===== src/rtl/n_input_or_monitor.sv =====
// N-input OR monitor: registered OR/NOR, sticky flag, saturating rise counter
// and a pulse stretcher that holds the output for HOLD enabled cycles.
module n_input_or_monitor #(
    parameter int WIDTH = 3,
    parameter int CNT_W = 8,
    parameter int HOLD  = 4
) (
    input  logic             clk,
    input  logic             rst,
    input  logic [WIDTH-1:0] in,
    input  logic             en,
    input  logic             clr,
    output logic             y,
    output logic             yn,
    output logic             sticky,
    output logic             stretch,
    output logic [CNT_W-1:0] rise_cnt,
    output logic             cnt_sat
);

    localparam int HW = (HOLD < 1) ? 1 : $clog2(HOLD + 1);
    localparam logic [HW-1:0]    HOLD_V  = HW'(HOLD);
    localparam logic [CNT_W-1:0] CNT_MAX = '1;

    logic             or_now;
    logic             rise;
    logic             y_q, y_d;
    logic             yn_q, yn_d;
    logic             sticky_q, sticky_d;
    logic             stretch_q, stretch_d;
    logic [CNT_W-1:0] rise_cnt_q, rise_cnt_d;
    logic             cnt_sat_q, cnt_sat_d;
    logic [HW-1:0]    hcnt_q, hcnt_d;

    assign or_now = |in;
    assign rise   = en && or_now && !y_q;

    always_comb begin
        y_d        = y_q;
        yn_d       = yn_q;
        sticky_d   = sticky_q;
        stretch_d  = stretch_q;
        rise_cnt_d = rise_cnt_q;
        hcnt_d     = hcnt_q;

        if (en) begin
            y_d  = or_now;
            yn_d = ~or_now;
            if (or_now) begin
                hcnt_d    = HOLD_V;
                stretch_d = 1'b1;
            end else if (hcnt_q != '0) begin
                hcnt_d    = hcnt_q - HW'(1);
                stretch_d = 1'b1;
            end else begin
                stretch_d = 1'b0;
            end
        end

        // clr overrides any same-edge rise or sticky set; y keeps updating.
        if (clr) begin
            sticky_d   = 1'b0;
            rise_cnt_d = '0;
        end else begin
            if (en && or_now)
                sticky_d = 1'b1;
            if (rise && rise_cnt_q != CNT_MAX)
                rise_cnt_d = rise_cnt_q + CNT_W'(1);
        end

        cnt_sat_d = (rise_cnt_d == CNT_MAX);
    end

    always_ff @(posedge clk) begin
        if (rst) begin
            y_q        <= 1'b0;
            yn_q       <= 1'b1;
            sticky_q   <= 1'b0;
            stretch_q  <= 1'b0;
            rise_cnt_q <= '0;
            cnt_sat_q  <= 1'b0;
            hcnt_q     <= '0;
        end else begin
            y_q        <= y_d;
            yn_q       <= yn_d;
            sticky_q   <= sticky_d;
            stretch_q  <= stretch_d;
            rise_cnt_q <= rise_cnt_d;
            cnt_sat_q  <= cnt_sat_d;
            hcnt_q     <= hcnt_d;
        end
    end

    assign y        = y_q;
    assign yn       = yn_q;
    assign sticky   = sticky_q;
    assign stretch  = stretch_q;
    assign rise_cnt = rise_cnt_q;
    assign cnt_sat  = cnt_sat_q;

endmodule


===== config.mk =====
export PLATFORM = sky130hd
export DESIGN_NAME = n_input_or_monitor
export DESIGN_NICKNAME = d
export VERILOG_FILES = /design/src/rtl/n_input_or_monitor.sv
export SDC_FILE = /design/constraint.sdc
export NUM_CORES = 1
export LEC_CHECK = 0
export CAP_MARGIN = 20
export CORE_MARGIN = 3
export CORE_UTILIZATION = 50
export CTS_CLUSTER_SIZE = 20
export DETAILED_ROUTE_END_ITERATION = 10
export GPL_TIMING_DRIVEN = 0
export PLACE_DENSITY = 0.8
export SLEW_MARGIN = 20
export SYNTH_ARGS = -nofsm -noshare
export SYNTH_HDL_FRONTEND = slang
export SYNTH_SLANG_ARGS = --single-unit

===== constraint.sdc =====
create_clock -name clk -period 4.32 [get_ports clk]
set_input_delay 0.864 -clock clk [delete_from_list [all_inputs] [get_ports clk]]
set_output_delay 0.864 -clock clk [all_outputs]
set_load 0.01 [all_outputs]

==> results by group <==
Outcome
  – Outcome: complete, no violations

GRT
  – All-Layer GR Usage: ~18%
  – Initial antenna violation count: 0
  – Global-route wire length before repair: approximately 2700 µm
  – Largest net degree at the start of global routing: 11
  – Grt total ovfl: 0
  – Vias in the first global route: between 600 and 700

Cells and area
  – # nets final: 127
  – Utilization after layout: 69.2%
  – ANT cells: 0
  – Final instance area: 1050 µm²
  – Cell Count, Final, Fillers Out: roughly 130
  – Sequential Area: roughly 320 µm²
  – Area of the multi-input gates: about 470 µm²
  – Syn-to-layout area delta: 28.3%
  – Fraction of final layout cells sized beyond drive strength 1: between 10 and 15%
  – Number of fill cells: 123

Flow run
  – Max-cap violations: 0

Floorplanning
  – I/O Pins: 20
  – Row cnt: 14
  – Die Span X: 46.5 µm
  – Die area: 2170 µm²
  – Core Region: 1520 µm²
  – Die H: about 47 µm
  – Initial Utilization: approximately 54%

Timing
  – Final count of pins violating max slew: 0
  – Relative slew slack: about 47%
  – Fin Hold WS: about 0.47 ns
  – Fin. Hold Viols: 0
  – Fmax: 385 MHz
  – Setup TNS: 0 ns
  – RSZ-0062 raised after global routing: false
  – Worst Skew: approximately 0.0018 ns
  – Final period util: 60.1%
  – Setup violators final: 0
  – Post-route setup slack: ~1.7 ns
  – Worst-Margin Slew: roughly 0.79 ns
  – Minimum clock period: between 2 and 3 ns

Critical path
  – R2r worst-path depth: 6
  – Worst r2r dst: cnt_sat
  – WP data required: 4.52 ns
  – CP Data Arrival Time: 2.79 ns
  – Startpoint types: input pin
  – CP Capture Type: register
  – Max FO, Critical Path: 7
  – Worst r2r src: rise_cnt[1]
  – CP endpoint: cnt_sat
  – Crit path from: in[2]
  – Reg2reg setup slack: about 2.4 ns
  – Crit Path Class: input pin to register

Clocking
  – Clock Tree Buf Depth: 2
  – # hold bufs at CTS: 0
  – CTS root buffer: clkbuf_4
  – CTS H-tree lvls: 1
  – CTS tree: built
  – Post-CTS setup buffers: 0
  – Clock Pin Slew Worst Setup and Hold Paths: ~0.090 ns
  – Clock Sinks: 16
  – Cts bufs inserted: 3
  – Insertion delay to the later sink of the worst-skew pair: 0.28 ns
  – Cts repair resizes: 0

Power and ir drop
  – Pleak: between 0.3 and 0.4 nW
  – Design Power: between 0.2 and 0.3 mW
  – PwrDens: ~250 nW/µm²
  – Max IR drop VDD: roughly 0.00019 V

Yosys
  – Dominant cells by area after synthesis: dfxtp_1 39%, a21oi_1 5.5%, nor2_1 5.0%
  – Syn avg cell area: between 8 and 9 µm²
  – Number of synthesized flops with an enable pin: 0
  – Ys flop type: dfxtp_1
  – Yosys warnings: 0
  – Synth cell count leaders: 16 x dfxtp_1, 11 x nor2_1, 9 x a21oi_1
  – Cell type with the largest total area after synthesis: dfxtp_1
  – Yosys reg bits: 16
  – Asr flop ratio synth: 0%
  – Synthesized cell area: 822 µm²
  – Unique cell type count in the Yosys netlist: 36
  – Post-Syn Instances: 93
  – Yosys top cell area share: 39.0%
  – Post-Syn Nets: about 100
  – Most common cell in the synthesized netlist: dfxtp_1
  – Seq/Total Area, Yosys: roughly two fifths

Placed design
  – Placed Area: between 1000 and 1500 µm²
  – Pre-CTS worst setup slack: about 1.4 ns
  – Hpwl dp: between 1000 and 1500 µm
  – Final RePlAce weighted congestion: between 0.8 and 0.9
  – Inst Count DP: 128
  – IO buf count: 19

Route
  – Vias per cell: between 5 and 6
  – Top Layer Used: met4
  – Number of detailed-route iterations in the first pass: 6
  – Met2 WL post-DR: about 850 µm
  – Iteration-0 DRC Markers: 12
  – Routed length on met1: ~750 µm
  – Vias: 745
  – DR DRC count: 0
  – Drt total wl: roughly 1700 µm
  – ANT nets after route: 0
  – Drt wl/cell: around 13 µm
  – Met3 WL: between 60 and 70 µm

Min path
  – Hold Path Class: register to register
-- critical path, cell delays in order --
cell and delay, ns:
clkdlybuf4s50_1 0.42, nor3_1 0.67, nor4_2 0.14, mux2i_1 0.17, or3_1 0.33, nor4_2 0.20
-- layout by cell type (no fill, tap or decap) --
cell type        count
nand2b_1             4
or3_4                1
nand3_1              4
or2_2                1
mux2i_1              2
a21oi_2              1
nor2_1              11
and2b_1              1
nor3_1               2
nand3_4              1
clkbuf_1             1
nor4_2               2
a2111o_1             1
o31a_2               1
nor4b_1              1
or3_2                1
inv_1                5
clkbuf_4             3
a21oi_1              9
nor4_1               1
ha_1                 3
a31oi_1              1
buf_2                1
xnor2_1              1
o2111ai_1            1
nor2b_1              1
o41ai_1              1
nor3b_1              1
o211ai_1             1
or3_1                1
nand2_1              4
nand4_1              2
o21ai_0              6
xor2_1               1
dfxtp_1             16
o21a_1               1
clkdlybuf4s50_1     19
o211ai_4             1
-- state kept, by name (all words and copies together) (netlist names) --
signal,flops
cnt_sat,1
yn,1
hcnt_q,3
sticky,1
rise_cnt,8
y,1
stretch,1
-- how the worst min path moves through the flow --
stage / to / depth (start not counted) / startpoint
after global placement: yn / 2 / yn
final: yn / 2 / yn
after CTS: yn / 2 / yn
after global routing: sticky / 2 / sticky
after detailed placement: sticky / 2 / sticky
after floorplan: hcnt_q[2] / 2 / hcnt_q[2]
-- kinds of logic (layout without fill, tap and decap cells) --
group,after synthesis,in the layout,synth area share (%)
AO/OA/AOI/OAI,24,24,20.1
flip-flops,16,16,39.0
XOR/XNOR,2,2,2.13
AND/OR/NAND/NOR,39,39,28.5
multiplexers,2,2,2.44
adder cells (fa/ha/maj),3,3,4.57
buffers and inverters,7,29,3.35
-- layout make-up --
class                           instances  area share [%]
Inverter                                5            1.78
Buffer                                  2           0.830
Clock buffer                            3            2.14
Timing Repair Buffer                   19            18.0
Tap cell                               16            1.90
Sequential cell                        16            30.4
Multi-Input combinational cell         70            45.0
-- report_power, final --
group | internal (mW) | switching [mW] | total (mW)
clock network | 0.0324 | 0.0434 | 0.0758
registers | 0.151 | 0.00278 | 0.154
logic | 0.0175 | 0.0166 | 0.0341
total | 0.201 | 0.0628 | 0.264
-- per-layer routing --
metal,up-vias,global-route usage (%)
met1,340,21.6
met4,0,8.52
met5,-,0
met2,17,28.8
met3,4,3.52
li1,384,-
Note: power is estimated with default switching activity, not from simulation.
